[config.mk]
export PLATFORM = sky130hd
export DESIGN_NAME = uart_rx_fifo
export DESIGN_NICKNAME = d
export VERILOG_FILES = /design/src/rtl/uart_rx_fifo_mem.sv /design/src/rtl/uart_rx_fifo.sv
export SDC_FILE = /design/constraint.sdc
export NUM_CORES = 1
export LEC_CHECK = 0
export BUFFER_PORTS_ARGS = -buffer_cell sky130_fd_sc_hd__buf_4
export CORE_MARGIN = 10
export CORE_UTILIZATION = 30
export CTS_CLUSTER_SIZE = 24
export DETAILED_ROUTE_END_ITERATION = 8
export SETUP_SLACK_MARGIN = 0.1
export SLEW_MARGIN = 20
export SYNTH_ARGS = -nofsm -noshare
export SYNTH_HDL_FRONTEND = slang
export SYNTH_SLANG_ARGS = --single-unit
[constraint.sdc]
create_clock -name CLK -period 2.6 [get_ports CLK]
set_clock_uncertainty 0.05 [all_clocks]
set_input_delay 0.52 -clock CLK [delete_from_list [all_inputs] [get_ports CLK]]
set_output_delay 0.52 -clock CLK [all_outputs]
set_load 0.05 [all_outputs]
[src/rtl/uart_rx_fifo_mem.sv]
// uart_rx_fifo_mem: DEPTH x DATA_WIDTH register file for the UART receive FIFO.
//
// Ports:
//   clk   - system clock
//   we    - write enable, sampled on the rising edge of clk
//   waddr - write address
//   wdata - write data
//   raddr - read address
//   rdata - combinational read data, mem[raddr]
//
// The storage is not reset. A read of the address being written in the same
// cycle returns the old contents, because the write lands on the clock edge.
module uart_rx_fifo_mem #(
  parameter int DATA_WIDTH = 8,
  parameter int ADDR_WIDTH = 4,
  parameter int DEPTH      = 16
) (
  input  logic                  clk,
  input  logic                  we,
  input  logic [ADDR_WIDTH-1:0] waddr,
  input  logic [DATA_WIDTH-1:0] wdata,
  input  logic [ADDR_WIDTH-1:0] raddr,
  output logic [DATA_WIDTH-1:0] rdata
);

  logic [DATA_WIDTH-1:0] mem [DEPTH];

  always_ff @(posedge clk) begin
    if (we) begin
      mem[waddr] <= wdata;
    end
  end

  assign rdata = mem[raddr];

endmodule

[src/rtl/uart_rx_fifo.sv]
// uart_rx_fifo: first-word-fall-through receive buffer behind the UART receiver.
//
// Ports:
//   CLK         - system clock (same clock as the receiver)
//   RST         - synchronous, active-high reset
//   P_DATA      - received byte from the receiver
//   data_valid  - one-cycle strobe, P_DATA valid in that cycle
//   flush       - synchronous clear of the FIFO contents
//   clr_ovf     - clears the sticky overflow flag
//   af_level    - almost-full threshold (values above DEPTH disable the flag)
//   out_data    - head-of-FIFO byte, 0 while empty
//   out_valid   - FIFO non-empty
//   out_ready   - consumer accepts out_data
//   count       - occupancy, 0..DEPTH
//   full        - count == DEPTH
//   almost_full - count >= af_level
//   overflow    - sticky, set when an incoming byte was dropped
module uart_rx_fifo #(
  parameter int DATA_WIDTH = 8,
  parameter int ADDR_WIDTH = 4,
  parameter int DEPTH      = 16
) (
  input  logic                  CLK,
  input  logic                  RST,
  input  logic [DATA_WIDTH-1:0] P_DATA,
  input  logic                  data_valid,
  input  logic                  flush,
  input  logic                  clr_ovf,
  input  logic [ADDR_WIDTH:0]   af_level,
  output logic [DATA_WIDTH-1:0] out_data,
  output logic                  out_valid,
  input  logic                  out_ready,
  output logic [ADDR_WIDTH:0]   count,
  output logic                  full,
  output logic                  almost_full,
  output logic                  overflow
);

  if (DEPTH != (1 << ADDR_WIDTH)) begin : g_depth_check
    $error("uart_rx_fifo: DEPTH must equal 2**ADDR_WIDTH");
  end

  localparam logic [ADDR_WIDTH:0] DEPTH_CNT = (ADDR_WIDTH + 1)'(DEPTH);
  localparam logic [ADDR_WIDTH:0] PTR_ONE   = (ADDR_WIDTH + 1)'(1);

  logic [ADDR_WIDTH:0]   wr_ptr;
  logic [ADDR_WIDTH:0]   rd_ptr;
  logic [DATA_WIDTH-1:0] rdata;
  logic                  push;
  logic                  pop;
  logic                  accept;
  logic                  drop;

  assign out_valid   = (count != '0);
  assign full        = (count == DEPTH_CNT);
  assign almost_full = (count >= af_level);
  assign out_data    = out_valid ? rdata : '0;

  assign push   = data_valid & ~flush;
  assign pop    = out_valid & out_ready & ~flush;
  // When full, a same-cycle pop frees the slot the push writes into; the
  // write address then equals the read address, and the read sees the old
  // head because the write only lands on the edge.
  assign accept = push & (~full | pop);
  assign drop   = push & ~accept;

  uart_rx_fifo_mem #(
    .DATA_WIDTH (DATA_WIDTH),
    .ADDR_WIDTH (ADDR_WIDTH),
    .DEPTH      (DEPTH)
  ) u_mem (
    .clk   (CLK),
    .we    (accept & ~RST),
    .waddr (wr_ptr[ADDR_WIDTH-1:0]),
    .wdata (P_DATA),
    .raddr (rd_ptr[ADDR_WIDTH-1:0]),
    .rdata (rdata)
  );

  always_ff @(posedge CLK) begin
    if (RST) begin
      wr_ptr <= '0;
      rd_ptr <= '0;
      count  <= '0;
    end else if (flush) begin
      wr_ptr <= '0;
      rd_ptr <= '0;
      count  <= '0;
    end else begin
      if (accept) begin
        wr_ptr <= wr_ptr + PTR_ONE;
      end
      if (pop) begin
        rd_ptr <= rd_ptr + PTR_ONE;
      end
      // count tracks wr_ptr - rd_ptr without a subtractor on the output path
      unique case ({accept, pop})
        2'b10:   count <= count + PTR_ONE;
        2'b01:   count <= count - PTR_ONE;
        default: count <= count;
      endcase
    end
  end

  // Set takes precedence over clear; flush has no effect here because it
  // suppresses push, so it can never produce a drop.
  always_ff @(posedge CLK) begin
    if (RST) begin
      overflow <= 1'b0;
    end else if (drop) begin
      overflow <= 1'b1;
    end else if (clr_ovf) begin
      overflow <= 1'b0;
    end
  end

endmodule

## Word level (Yosys, flattened, before mapping)

Memory sizes are Yosys's and may differ from the RTL's. A register that Yosys moved wholly into a read port is not among the register bits.
Cells that the tools add are included.

| operators by class | value |
|---|---|
| add/subtract/negate cells | 4 |
| magnitude comparators | 1 |
| muxes and demuxes | 8 |
| reductions and logical operators | 4 |
| equal/unequal tests | 3 |
| bitwise operators | 11 |

Operator list:

| operator | number |
|---|---|
| $add A5 B1 Y5 const B | 3 |
| $pmux W5 S2 | 1 |
| $mux W4 | 2 |
| $mux W8 | 1 |
| $and A1 B1 Y1 | 6 |
| $eq A5 B5 Y1 const B | 1 |
| $ge A5 B5 Y1 | 1 |
| $reduce_bool A5 Y1 | 1 |
| $sub A5 B1 Y5 const B | 1 |
| $mux W1 | 4 |
| $not A1 Y1 | 4 |
| $reduce_bool A2 Y1 | 2 |
| $eq A2 B1 Y1 const B | 1 |
| $eq A2 B2 Y1 const B | 1 |
| $reduce_or A2 Y1 | 1 |
| $or A1 B1 Y1 | 1 |

| storage, ports and cells | value |
|---|---|
| memories | 1 |
| word-level logic and storage cells | 36 |
| memory bits (writable) | 128 |
| register bits | 16 |

Memories:

| name | depth | bits a word | read ports | clocked after memory_dff | wr ports | RTL line | text |
|---|---|---|---|---|---|---|---|
| u_mem.mem | 16 | 8 | 1 | 1 | 1 | uart_rx_fifo_mem.sv:26 | `logic [DATA_WIDTH-1:0] mem [DEPTH];` |

## Logic depth before layout (Yosys ltp)

| logic depth | value |
|---|---|
| depth after elaboration | 8 |
| gate-level depth with buffers | 10 |
| depth with buffers taken out | 9 |

## By module

From an unflattened synthesis, not the netlist that was laid out.

| second synthesis, totals | value |
|---|---|
| cell total of the unflattened synthesis | 347 |
| area, all modules | 6,035.8 µm² |

By module, submodules not included:

| module | area an instance (µm²) | cells each | instances |
|---|---|---|---|
| uart_rx_fifo_mem | 4,987.3 | 221 | 1 |
| uart_rx_fifo | 1,048.5 | 126 | 1 |

## Least setup slack after synthesis

OpenSTA, ideal clock, no wires.

| timing | value |
|---|---|
| path type | register -> output |
| from | register count[0] |
| to | output port almost_full |
| path slack | -458 ps |
| buffers on the path | 0 |
| cell stages (with the launch flop) | 7 |
| arrival | 2,488 ps |
| path through | dfxtp_1 inv_1 ha_1 nand2b_1 a21o_1 a21oi_1 o21ai_0 |

| on the way | value |
|---|---|
| longest elaborated chain between the ends | 1 |

RTL lines:

| item | RTL line | text |
|---|---|---|
| from (decl) | uart_rx_fifo.sv:33 | `output logic [ADDR_WIDTH:0] count,` |
| from (signal assigned) | uart_rx_fifo.sv:98 | `2'b10: count <= count + PTR_ONE;` |
| from (signal assigned) | uart_rx_fifo.sv:99 | `2'b01: count <= count - PTR_ONE;` |
| from (signal assigned) | uart_rx_fifo.sv:100 | `default: count <= count;` |
| $ge A5 B5 Y1 | uart_rx_fifo.sv:56 | `assign almost_full = (count >= af_level);` |
| to (decl) | uart_rx_fifo.sv:35 | `output logic almost_full,` |

Every way passes these cells.

==> flow_metrics.tcl <==
set metrics [dict create \
    status "complete, but fails checks" \
    violations "negative setup slack" \
    synthesis.area_sq_um 6131 \
    numPlacedInstances 675 \
    path_buf_inv 3 \
    nets 468 \
    synth-async-reset-ratio 0 \
    multiInputGateArea_sq_um 2071 \
    synth-main-ff-cell "edfxtp_1" \
    dieArea_sq_um 26550 \
    cts-htree-levels 4 \
    io_buffers 35 \
    cap_violations 0 \
    die_w_um 163.0 \
    rows 52 \
    routabilityCongestion 0.7796 \
    synth_edf_count 128 \
    final_area_sq_um 8026 \
    synth_nets 393 \
    syn_avg_cell_area_sq_um 17.03 \
    powerDensity_nw_per_um2 662.7 \
    first_pass_iters 4 \
    tightest_slew_ns 1.007 \
    drive_gt1_frac 0.4219 \
    drv_slew 0 \
    wl_per_cell_um 18.70 \
    yosys.area.top_type_share 0.6269 \
    numCtsBuffers 17 \
    cts.clk_slew.worst_paths_ns 0.06 \
    crit_path_max_incr_delay_ns 0.50 \
    stdcell_count 718 \
    setup_viol 8 \
    synthTopCellsByArea "edfxtp_1 63%, mux4_2 12%, dfxtp_1 5.9%" \
    placed_area_sq_um 7032 \
    clockBufferDepth 2 \
    critical_path_class "flip-flop to output port" \
    hold-worst-slack_ns 0.2774 \
    drt_wl_total_um 13430 \
    dp_hpwl_um 8456 \
    die_h_um 163.0 \
    finalHoldViolations 0 \
    timing.final.crit_share 1.056 \
    cp_cell_sequence "buf_12, mux4_2, nor2b_4, a211oi_2, buf_4, a211oi_4, buf_6" \
    antenna_found_initial 0 \
    p_int_mw 4.180 \
    io_pins 36 \
    switching_share 0.2142 \
    ys_seq_area_frac 0.6857 \
    p_leak_nw 2.637 \
    power_frac_comb 0.051 \
    routed_via_density 4.730 \
    start_util 0.3040 \
    synth.most_common_cell "edfxtp_1" \
    grt_pass1_wl_um 20900 \
    dr.first_iter.drc_count 189 \
    netlist.top_cell.by_area "edfxtp_1" \
    critPathLaunchType "flip-flop" \
    path_delay_family "buffers and inverters" \
    clock-root-buffer "clkbuf_16" \
    clockPowerShare 0.469 \
    grt_use_total 0.1043 \
    fin_util 0.3980 \
    relSlewSlack 0.3261 \
    cts.sinks 146 \
    grt_max_degree 25 \
    synth_common_cells "128 x edfxtp_1, 32 x mux4_2, 32 x nor2_1, 18 x a211oi_1, 18 x dfxtp_1" \
    synthCells 360 \
    grt_pass1_vias 3644 \
    synth-seq-cells 146 \
    worst-path-max-fanout 7 \
    power_frac_seq 0.480 \
    overflow 0 \
    seq_area_sq_um 4223 \
    cpMaxStageDelayCell "mux4_2" \
    netSwitchingPower_mw 1.140 \
    fillers 1839 \
    hp-class "primary input to flip-flop" \
    cts_tree "yes" \
    antenna_cells 0 \
    cp.arrival_ns 2.18 \
    ant_nets 0 \
    clock_latency_ns 0.41 \
    drc_errors 0 \
    fin_total_pwr_mw 5.319 \
    rsz0062_at_grt "yes" \
    finalCriticalPeriod_ns 2.747 \
    yosysUniqueCellTypes 47 \
    worstPathRequired_ns 2.03 \
    core_area_sq_um 20170 \
    ys_warn_count 0 \
    vias 3396 \
    irDropWorstVdd_mv 0.3732 \
    crit_path_end_kind "output port" \
    fmax_mhz 364.1 \
    syn_to_final_growth_pct 30.92 \
    postLayoutSetupSlackWorst_ns -0.1467 \
]
## power by group through the flow
stage          clock network [mW]  logic, mW  registers [mW]
2_1_floorplan                   0      0.129            2.61
5_1_grt                      2.64      0.290            2.55
3_5_place_dp                    0      0.240            2.61
3_3_place_gp                    0      0.234            2.61
6_report                     2.50      0.269            2.55
4_1_cts                      2.55      0.256            2.56
## cell families after synthesis
logic type	Yosys count	share of synthesized area
flip-flops	146	0.6857
AO/OA/AOI/OAI	46	0.05939
adder cells (fa/ha/maj)	14	0.02980
multiplexers	42	0.1339
buffers and inverters	30	0.02163
XOR/XNOR	5	0.007144
AND/OR/NAND/NOR	77	0.06245
## repair_timing
action,CTS,global route
endpoints found under the setup margin,11,13
gates cloned,3,0
gates resized for setup,31,23
hold buffers,0,0
pin swaps,10,16
buffers inserted,3,5
## layout by cell type (no fill, tap or decap), types with 3 or more instances in the layout
| master | netlist | final |
|---|---|---|
| a211oi_2 | 0 | 11 |
| nand3_1 | 5 | 5 |
| nor2_1 | 32 | 29 |
| mux2i_2 | 0 | 4 |
| clkinvlp_4 | 0 | 3 |
| a21oi_1 | 6 | 4 |
| buf_6 | 1 | 15 |
| dfxtp_4 | 0 | 4 |
| mux4_2 | 32 | 32 |
| clkbuf_16 | 0 | 17 |
| buf_12 | 0 | 5 |
| dfxtp_2 | 0 | 3 |
| nand2_1 | 9 | 9 |
| buf_4 | 1 | 51 |
| nand2b_1 | 6 | 4 |
| inv_1 | 12 | 10 |
| edfxtp_1 | 128 | 128 |
| o21ai_0 | 5 | 4 |
| a211oi_4 | 0 | 5 |
| dfxtp_1 | 18 | 11 |
| nor2b_1 | 10 | 8 |
| mux2i_1 | 10 | 5 |
| bufinv_16 | 0 | 3 |
| ha_4 | 0 | 4 |
| nor2_4 | 0 | 3 |
| xor2_1 | 3 | 3 |
| ha_1 | 13 | 9 |
## sequential cells by signal (all words and copies together), names as in the netlist, named ones only
name and count:
wr_ptr 4, overflow 1, rd_ptr 4, u_mem.mem 128, count 5
## layout make-up
class	count	share of cell area
Clock buffer	17	0.05300
Clock inverter	15	0.02276
Inverter	12	0.005924
Multi-Input combinational cell	184	0.2580
Sequential cell	146	0.5261
Tap cell	270	0.04209
Timing Repair Buffer	74	0.09213
## worst register-to-register path, stage by stage (launching register included)
cell,delay [ns]
dfxtp_4,0.34
or4_4,0.55
buf_6,0.14
o21ai_4,0.14
or2_4,0.15
inv_4,0.05
ha_4,0.23
nand2b_4,0.06
a21oi_2,0.06
or4_1,0.40
a32oi_1,0.21
## per-stage QoR
| stage | setup slack [ns] | setup TNS, ns |
|---|---|---|
| after floorplan | 0.006376 | 0 |
| after global placement | 0.1202 | 0 |
| after detailed placement | 0.06223 | 0 |
| after CTS | -0.1882 | -1.239 |
| after global routing | -0.2109 | -1.383 |
| final | -0.1467 | -0.8416 |
## routing by layer
layer | vias to the layer above | wire length, um | track usage
met5 | - | 0 | 0
met4 | 0 | 131 | 0.04098
met3 | 9 | 747 | 0.03084
met2 | 86 | 6691 | 0.1673
met1 | 1729 | 5854 | 0.1298
li1 | 1572 | - | -
## final timing paths
path / from / end / slack, ns / cells past startpoint
worst max-delay path: flip-flop / out_data[0] / -0.15 / 7
worst min-delay path: RST / overflow / 0.28 / 2
worst max register to register: count[0] / count[4] / 0.12 / 10
worst min register to register: overflow / overflow / 0.43 / 2
Power figures use the tool's default switching activity.
